[src/rtl/fft_pkg.sv]
// Shared FFT constants and types: frame size, sample width, complex word,
// loader state encoding and the bit-reversal helper.
package fft_pkg;

   localparam int N_LOG2   = 9;
   localparam int N_POINTS = 1 << N_LOG2;
   localparam int DATA_W   = 16;

   typedef struct packed {
      logic [DATA_W-1:0] re;
      logic [DATA_W-1:0] im;
   } cplx_t;

   typedef enum logic [1:0] {
      LOAD  = 2'd0,
      START = 2'd1,
      WAIT  = 2'd2
   } loader_state_t;

   function automatic logic [N_LOG2-1:0] bitrev(input logic [N_LOG2-1:0] a);
      logic [N_LOG2-1:0] r;
      for (int i = 0; i < N_LOG2; i++) begin
         r[i] = a[N_LOG2-1-i];
      end
      return r;
   endfunction

endpackage

[src/rtl/fft_input_loader_if.sv]
// Sample stream in, FFT working-memory write port out.
// master = sample source / memory side, slave = loader.
interface fft_input_loader_if;
   import fft_pkg::*;

   logic [DATA_W-1:0] sample_in;
   logic              sample_valid;
   logic              sample_ready;
   logic              wr_en;
   logic [N_LOG2-1:0] wr_addr;
   cplx_t             wr_data;

   modport master (
      output sample_in, sample_valid,
      input  sample_ready, wr_en, wr_addr, wr_data
   );

   modport slave (
      input  sample_in, sample_valid,
      output sample_ready, wr_en, wr_addr, wr_data
   );

endinterface

[src/rtl/fft_input_loader.sv]
// Writes real samples as {re, 0} at bit-reversed addresses, then hands the frame
// to the FFT core. FFT_LOADER_OFFSET_BINARY_EN: treat input as offset-binary.
//
// state | meaning
// LOAD  | accepting samples, one memory write per accept
// START | frame complete, pulse fft_start
// WAIT  | FFT owns memory, samples dropped until fft_done
module fft_input_loader
   import fft_pkg::*;
(
   input  logic               clk,
   input  logic               reset,
   fft_input_loader_if.slave  bus,
   output logic               fft_start,
   input  logic               fft_done,
   output logic [15:0]        drop_cnt
);

   loader_state_t     state;
   logic [N_LOG2-1:0] count;
   logic              accept;
   logic [DATA_W-1:0] re_val;

   assign bus.sample_ready = (state == LOAD) && !reset;
   assign accept           = bus.sample_valid && bus.sample_ready;

`ifdef FFT_LOADER_OFFSET_BINARY_EN
   assign re_val = {~bus.sample_in[DATA_W-1], bus.sample_in[DATA_W-2:0]};
`else
   assign re_val = bus.sample_in;
`endif

   always_ff @(posedge clk) begin
      if (reset) begin
         state       <= LOAD;
         count       <= '0;
         bus.wr_en   <= 1'b0;
         bus.wr_addr <= '0;
         bus.wr_data <= '0;
         fft_start   <= 1'b0;
         drop_cnt    <= '0;
      end else begin
         bus.wr_en <= accept;
         fft_start <= 1'b0;

         if (accept) begin
            bus.wr_addr <= bitrev(count);
            bus.wr_data <= cplx_t'{re: re_val, im: '0};
         end

         if (bus.sample_valid && (state != LOAD) && (drop_cnt != 16'hFFFF)) begin
            drop_cnt <= drop_cnt + 16'd1;
         end

         case (state)
            LOAD: begin
               if (accept) begin
                  if (count == N_LOG2'(N_POINTS - 1)) begin
                     count <= '0;
                     state <= START;
                  end else begin
                     count <= count + 1'b1;
                  end
               end
            end
            START: begin
               fft_start <= 1'b1;
               state     <= WAIT;
            end
            WAIT: begin
               // a done pulse coinciding with our own start pulse is stale
               if (fft_done && !fft_start) begin
                  state <= LOAD;
               end
            end
            default: state <= LOAD;
         endcase
      end
   end

endmodule

[src/flat_wrapper.sv]
// flat-port wrapper written by rule: the top's interface ports become plain ports
module fft_input_loader_flat import fft_pkg::*;
  (clk, reset, fft_start, fft_done, drop_cnt, bus_sample_in, bus_sample_valid, bus_sample_ready, bus_wr_en, bus_wr_addr, bus_wr_data);
  fft_input_loader_if bus_i ();
  input  logic clk;
  input  logic reset;
  output logic fft_start;
  input  logic fft_done;
  output logic [15:0] drop_cnt;
  input wire logic [$bits(bus_i.sample_in)-1:0] bus_sample_in;
  input wire logic [$bits(bus_i.sample_valid)-1:0] bus_sample_valid;
  output wire logic [$bits(bus_i.sample_ready)-1:0] bus_sample_ready;
  output wire logic [$bits(bus_i.wr_en)-1:0] bus_wr_en;
  output wire logic [$bits(bus_i.wr_addr)-1:0] bus_wr_addr;
  output wire logic [$bits(bus_i.wr_data)-1:0] bus_wr_data;
  assign bus_i.sample_in = bus_sample_in;
  assign bus_i.sample_valid = bus_sample_valid;
  assign bus_sample_ready = bus_i.sample_ready;
  assign bus_wr_en = bus_i.wr_en;
  assign bus_wr_addr = bus_i.wr_addr;
  assign bus_wr_data = bus_i.wr_data;
  fft_input_loader u_core (.clk(clk), .reset(reset), .bus(bus_i), .fft_start(fft_start), .fft_done(fft_done), .drop_cnt(drop_cnt));
endmodule
[config.mk]
export PLATFORM = sky130hd
export DESIGN_NAME = fft_input_loader_flat
export DESIGN_NICKNAME = d
export VERILOG_FILES = /design/src/rtl/fft_pkg.sv /design/src/rtl/fft_input_loader_if.sv /design/src/rtl/fft_input_loader.sv /design/src/flat_wrapper.sv
export SDC_FILE = /design/constraint.sdc
export NUM_CORES = 1
export LEC_CHECK = 0
export CAP_MARGIN = 15
export CORE_MARGIN = 10
export CORE_UTILIZATION = 30
export DETAILED_ROUTE_END_ITERATION = 8
export GPL_TIMING_DRIVEN = 0
export PLACE_DENSITY_LB_ADDON = 0.1
export SLEW_MARGIN = 0
export SYNTH_ARGS = -nofsm -noshare
export SYNTH_HDL_FRONTEND = slang
export SYNTH_SLANG_ARGS = --single-unit
[constraint.sdc]
create_clock -name clk -period 3.35 [get_ports clk]
set_clock_uncertainty 0.15 [all_clocks]
set_input_delay 0.5025 -clock clk [delete_from_list [all_inputs] [get_ports clk]]
set_output_delay 0.5025 -clock clk [all_outputs]
set_load 0.01 [all_outputs]
==> flow_metrics.env, run 1 <==
export IMPL_run_status="completed"
export IMPL_startpoint="reset"
export IMPL_timing_worst_setup_path_type="primary input to primary output"
export IMPL_clock_insertion_delay_worst_skew_ps=310
export IMPL_worst_ep_required_ps=2700
export IMPL_diodes=0
export IMPL_final_max_slew_viol_count=0
export IMPL_grtUsageMet1_pct=13.8
export IMPL_ys_ff_latch=54
export IMPL_synthesized_instance_count=288
export IMPL_start_util_pct=31.1
export IMPL_timing_slew_headroom_pct=59.8
export IMPL_maxCapViolations=0
export IMPL_final_ant_viol_nets=0
export IMPL_crit_path_end_kind="primary output"
export IMPL_synth_area_per_cell_um2=8.38
export IMPL_core_area_um2=7770
export IMPL_cts_hold_buffers=0
export IMPL_synth_flop_cell="dfxtp_1"
export IMPL_dr_total_vias=2166
export IMPL_cts_htree_levels=2
export IMPL_num_rows=32
export IMPL_timing_hold_violations_final=0
export IMPL_postCtsSetupBuffers=0
export IMPL_grt_met2_use_pct=16.4
export IMPL_worst_endpoint_arrival_ps=2470
export IMPL_grt_busiest_layer="met2"
export IMPL_synth_edff_count=0
export IMPL_die_h_um=110
export IMPL_worstPathMaxFanout=10
export IMPL_drc=0
export IMPL_count_leader_synth="nand2_1"
export IMPL_fraction_of_layout_cells_with_a_size_suffix_above_1_pct=9.89
export IMPL_timing_final_crit_share_pct=93.3
export IMPL_yosysTopAreaCell="dfxtp_1"
export IMPL_nFillCells=810
export IMPL_timing_hold_worst_start="u_core.bus.wr_addr[8]"
export IMPL_power_density_nw_per_um2=357
export IMPL_worst_ir_drop_vdd_v=0.000151
export IMPL_cts_buffers_inserted=5
export IMPL_flow_area_growth_from_synthesis_pct=37.7
export IMPL_grt_met3_usage_pct=3.98
export IMPL_critical_path_startpoint_type="primary input"
export IMPL_clockRootBuffer="clkbuf_8"
export IMPL_fp_dieArea_um2=12000
export IMPL_grt_start_max_net_pins=19
export IMPL_syn_area_um2=2410
export IMPL_drt_first_iter_violations=58
export IMPL_drt_pass1_iter_count=4
export IMPL_wl_per_cell_um=13.6
export IMPL_clock_sinks=54
export IMPL_finalWeightedCongestion=0.798
export IMPL_finish_cell_count_without_fillers=476
export IMPL_cts_max_path_buffers=2
export IMPL_fin_crit_ps=3130
export IMPL_first_global_vias=2136
export IMPL_viasPerCell=4.55
export IMPL_tightestPinTransition_ps=598
export IMPL_grt_remaining_overflow=0
export IMPL_asyncSetResetFlopFracSynth_pct=0
export IMPL_rsz0062_at_grt="false"
export IMPL_netlist_area_leader_share_pct=44.8
export IMPL_critical_path_reg2reg_startpoint="u_core.drop_cnt[0]"
export IMPL_synth_sequential_area_ratio_pct=44.8
export IMPL_type_of_the_tightest_min_delay_check="flop to flop"
export IMPL_timing_setup_tns_ps=0
export IMPL_synthDistinctLibCells=38
export IMPL_clk_pin_slew_worst_paths_ps=90
export IMPL_synth_yosys_warnings=0
export IMPL_number_of_antenna_violations_at_the_first_check_in_global_routing=0
export IMPL_dpl_cell_count=468
export IMPL_synth_common_cells="62 x nand2_1, 54 x dfxtp_1, 26 x nand3b_1"
export IMPL_finalSetupViolCount=0
export IMPL_cts_tree="yes"
export IMPL_achievable_frequency_mhz=320
export IMPL_boundary_pins=80
export IMPL_standby_leakage_power_nw=1.32
export IMPL_totalWireLength_um=6490
export IMPL_final_nets=396
export IMPL_cts_resized_gates=0
export IMPL_top_area_cells_in_the_synthesized_netlist="dfxtp_1 45%, nand2_1 9.6%, nand3b_1 8.1%, buf_4 5.9%, a21oi_1 3.3%"
export IMPL_dp_hpwl_um=4800
export IMPL_floorplan_die_width_um=110
export IMPL_port_buffer_count=63
export IMPL_gr_usage_all_layers_pct=10.8
export IMPL_grt_first_pass_wirelength_um=10600
-- per-layer routing --
layer / up-vias / routed length [um]
met5: - / 0
met4: 0 / 93
met3: 5 / 619
met2: 60 / 2720
met1: 969 / 3060
li1: 1132 / -
-- metrics by stage --
step | hold slack, ps | worst slack [ps] | util [%] | instance area [um^2] | total power, W
floorplan | 286 | 1550 | - | 2470 | 0.000748
global placement | 296 | 31.1 | 41.5 | 3230 | 0.000817
detailed placement | 306 | 24.8 | 41.5 | 3230 | 0.000818
CTS | 320 | 10.2 | 42.7 | 3320 | 0.00121
global route | 348 | 54.9 | 42.8 | 3320 | 0.00124
finish | 319 | 223 | 42.8 | 3320 | 0.00118
-- where the power goes --
group          switching [W]  internal, W  total (W)
Clock               0.000232     0.000150   0.000382
Sequential        0.00000843     0.000658   0.000666
Combinational      0.0000611    0.0000743   0.000135
-- cell type report --
cell class | instances | area (um^2) | area share, %
multi-input combinational | 215 | 1180 | 35.6
sequential | 54 | 1080 | 32.6
timing repair buffer | 63 | 631 | 19.0
buffer | 30 | 190 | 5.73
tap | 102 | 128 | 3.84
clock buffer | 5 | 68.8 | 2.07
clock inverter | 3 | 23.8 | 0.716
inverter | 4 | 15.0 | 0.452
-- critical path: stages --
cell             delay, ps
clkdlybuf4s50_1        590
clkbuf_1               300
clkbuf_2               260
nor3_1                 240
clkdlybuf4s50_1        590
-- registers in the layout, summed over array words and instances (netlist names) --
name and flops:
u_core.bus.wr_en 1, u_core.bus.wr_addr 9, u_core.count 9, u_core.fft_start 1, u_core.state 2, u_core.drop_cnt 16
u_core.bus.wr_data 16
-- logic make-up (layout without fill, tap and decap cells) --
family / after synthesis / count (layout) / synth area share, %
flip-flops: 54 / 54 / 44.8
adder cells (fa/ha/maj): 3 / 3 / 1.56
AND/OR/NAND/NOR: 154 / 154 / 33.4
other: 1 / 16 / 0.155
buffers and inverters: 34 / 105 / 8.45
XOR/XNOR: 5 / 5 / 1.82
multiplexers: 4 / 4 / 1.76
AO/OA/AOI/OAI: 33 / 33 / 8.04
-- placed cells by master, fill, tap and decap left out, types with 2 or more instances in the layout --
cell             count
and4_1               2
a21oi_1             16
o31ai_1              4
or4_1                4
or3_1                5
buf_1                2
nor2b_1              3
conb_1              16
ha_1                 3
clkinvlp_4           2
xor2_1               3
dfxtp_1             54
mux2_2               2
nand3b_1            26
o21ai_0              8
clkbuf_1             4
nand2_1             62
nor4_1               2
clkbuf_8             5
nand4_1              8
nand3_1              9
buf_2                4
nor3_1               7
and3_1               4
nand2b_1             3
mux2i_1              2
inv_1                3
xnor2_1              2
buf_4               19
clkdlybuf4s50_1     63
nor2_1              15
-- worst paths after layout --
check | endpoint | slack (ps) | cells after the start
worst max-delay path | bus_sample_ready | 220 | 5
worst min-delay path | u_core.bus.wr_addr[8] | 320 | 2
worst max register to register | u_core.drop_cnt[4] | 1210 | 6
worst min register to register | u_core.bus.wr_addr[8] | 320 | 2
Power figures use the tool's default switching activity.
==> run 2: changes to the inputs <==
--- a/config.mk
+++ b/config.mk
@@ -6,12 +6,13 @@
 export NUM_CORES = 1
 export LEC_CHECK = 0
 export CAP_MARGIN = 15
-export CORE_MARGIN = 10
+export CORE_MARGIN = 2
 export CORE_UTILIZATION = 30
 export DETAILED_ROUTE_END_ITERATION = 8
 export GPL_TIMING_DRIVEN = 0
 export PLACE_DENSITY_LB_ADDON = 0.1
-export SLEW_MARGIN = 0
+export SKIP_CTS_REPAIR_TIMING = 1
+export SLEW_MARGIN = 20
 export SYNTH_ARGS = -nofsm -noshare
 export SYNTH_HDL_FRONTEND = slang
 export SYNTH_SLANG_ARGS = --single-unit
==> run 2 against run 1 <==
Compared with the run above:
- critical path depth unchanged
- worst hold slack worse by 11 ps
- power rose by 0.22%
- core utilization about the same
- non-clock buffer count is the same
- final cell count did not move
==> flow_metrics.env, run 2 (synthesis results as in run 1) <==
export IMPL_achievable_frequency_mhz=319
export IMPL_timing_worst_setup_path_type="primary input to primary output"
export IMPL_diodes=0
export IMPL_cts_max_path_buffers=2
export IMPL_tightestPinTransition_ps=626
export IMPL_fin_crit_ps=3130
export IMPL_hold_ws_ps=308
export IMPL_power_density_nw_per_um2=357
export IMPL_crit_path_end_kind="primary output"
export IMPL_port_buffer_count=63
export IMPL_totalWireLength_um=5720
export IMPL_cts_tree="yes"
export IMPL_final_ant_viol_nets=0
export IMPL_dr_wl_met3_um=330
export IMPL_worst_endpoint_arrival_ps=2480
export IMPL_flow_area_growth_from_synthesis_pct=37.8
export IMPL_fraction_of_layout_cells_with_a_size_suffix_above_1_pct=9.89
export IMPL_worst_ep_required_ps=2700
export IMPL_timing_slew_headroom_pct=57.9
export IMPL_drc=0
export IMPL_floorplan_die_width_um=93.7
export IMPL_clock_sinks=54
export IMPL_fp_dieArea_um2=8770
export IMPL_startpoint="reset"
export IMPL_route_layer_met1_wl_um=2930
export IMPL_dr_total_vias=2181
export IMPL_layout_top_registers="u_core.bus.wr_data x16, u_core.drop_cnt x16"
export IMPL_final_nets=396
export IMPL_cts_htree_levels=2
export IMPL_standby_leakage_power_nw=1.33
export IMPL_crit_path_top_delay_cell="clkdlybuf4s50_1"
export IMPL_cp_endpoint="bus_sample_ready"
export IMPL_critical_path_reg2reg_endpoint="u_core.drop_cnt[6]"
export IMPL_timing_setup_tns_ps=0
export IMPL_critical_path_startpoint_type="primary input"
export IMPL_mostFrequentLayoutCells="63 x clkdlybuf4s50_1, 62 x nand2_1, 54 x dfxtp_1"
export IMPL_critical_path_cell_chain="clkdlybuf4s50_1, clkbuf_1, clkbuf_2, nor3_1, clkdlybuf4s50_1"
export IMPL_type_of_the_tightest_min_delay_check="flop to flop"
export IMPL_r2r_worst_path_cells=6
export IMPL_gr_usage_all_layers_pct=13.2
export IMPL_grt_remaining_overflow=0
export IMPL_critical_path_reg2reg_startpoint="u_core.drop_cnt[0]"
export IMPL_wl_per_cell_um=12.0
export IMPL_viasPerCell=4.58
export IMPL_grt_start_max_net_pins=17
export IMPL_die_h_um=93.7
export IMPL_met2_length_um=2370
export IMPL_cts_buffers_inserted=5
export IMPL_grt_first_pass_wirelength_um=9210
export IMPL_worst_ir_drop_vdd_v=0.000199
export IMPL_clockRootBuffer="clkbuf_8"
export IMPL_worst_r2r_setup_slack_ps=1120
export IMPL_area_used_by_multi_input_combinational_logic_um2=1180
export IMPL_worstPathMaxFanout=10
export IMPL_core_area_um2=7770
export IMPL_final_max_slew_viol_count=0
export IMPL_crit_path_frequent_cell="clkdlybuf4s50_1"
export IMPL_drt_pass1_iter_count=4
export IMPL_number_of_antenna_violations_at_the_first_check_in_global_routing=0
export IMPL_nFillCells=802
export IMPL_timing_hold_violations_final=0
export IMPL_start_util_pct=31.1
export IMPL_clk_pin_slew_worst_paths_ps=100
export IMPL_num_rows=32
export IMPL_boundary_pins=80
export IMPL_critPathMaxStageDelay_ps=590
export IMPL_drt_first_iter_violations=96
export IMPL_clock_insertion_delay_worst_skew_ps=310
export IMPL_layout_commonest_cell="clkdlybuf4s50_1"
export IMPL_seq_area_um2=1080
export IMPL_finalSetupViolCount=0
export IMPL_finalWeightedCongestion=0.749
export IMPL_run_status="completed"
export IMPL_rsz0062_at_grt="false"
export IMPL_first_global_vias=1984
export IMPL_dp_hpwl_um=4120
export IMPL_timing_final_crit_share_pct=93.6
export IMPL_maxCapViolations=0
export IMPL_route_top_layer_used="met4"
## run 2: cell types whose count changed in the layout (fill, tap and decap cells not counted), sizes merged
cell	change
clkbuf	+1
clkinv	+1
clkinvlp	-1
inv	-1
## run 2: worst min-delay path by stage
| stage | from | to | slack, ps | cells after the start |
|---|---|---|---|---|
| finish | u_core.bus.wr_addr[8] | u_core.bus.wr_addr[8] | 310 | 2 |
| global route | u_core.bus.wr_addr[8] | u_core.bus.wr_addr[8] | 340 | 2 |
| CTS | u_core.bus.wr_addr[8] | u_core.bus.wr_addr[8] | 320 | 2 |
| detailed placement | u_core.bus.wr_addr[8] | u_core.bus.wr_addr[8] | 300 | 2 |
| global placement | u_core.bus.wr_addr[3] | u_core.bus.wr_addr[3] | 300 | 2 |
| floorplan | u_core.count[8] | u_core.bus.wr_addr[0] | 290 | 2 |
## run 2: final cells by class
type / count / area share, %
multi-input combinational: 215 / 35.6
sequential: 54 / 32.5
timing repair buffer: 63 / 19.0
buffer: 30 / 5.72
tap: 102 / 3.84
clock buffer: 6 / 2.48
inverter: 4 / 0.452
clock inverter: 2 / 0.377
## run 2: layer usage
layer | vias up | global-route usage (%)
met5 | - | 0
met4 | 0 | 5.31
met3 | 8 | 2.89
met2 | 60 | 20.4
met1 | 980 | 17.9
li1 | 1133 | -
## run 2: critical path, delay by kind of cell
| family | cells | cell delay, ps |
|---|---|---|
| and+or+nand+nor | 1 | 250 |
| buffers and inverters | 4 | 1720 |
## run 2: power breakdown
part	total [W]	switching, W	internal [W]
sequential	0.000666	0.00000848	0.000658
combinational	0.000134	0.0000594	0.0000742
clock	0.000387	0.000220	0.000167
## run 2: per-stage QoR
stage | setup slack [ps] | cell area, um^2 | instances | power, W | util [%]
finish | 215 | 3320 | 476 | 0.00119 | 42.8
global route | 102 | 3320 | 476 | 0.00124 | 42.8
CTS | 49.2 | 3320 | 476 | 0.00120 | 42.8
detailed placement | 72.6 | 3230 | 468 | 0.000816 | 41.5
global placement | 12.0 | 3230 | 468 | 0.000816 | 41.5
floorplan | 1550 | 2470 | 303 | 0.000748 | -
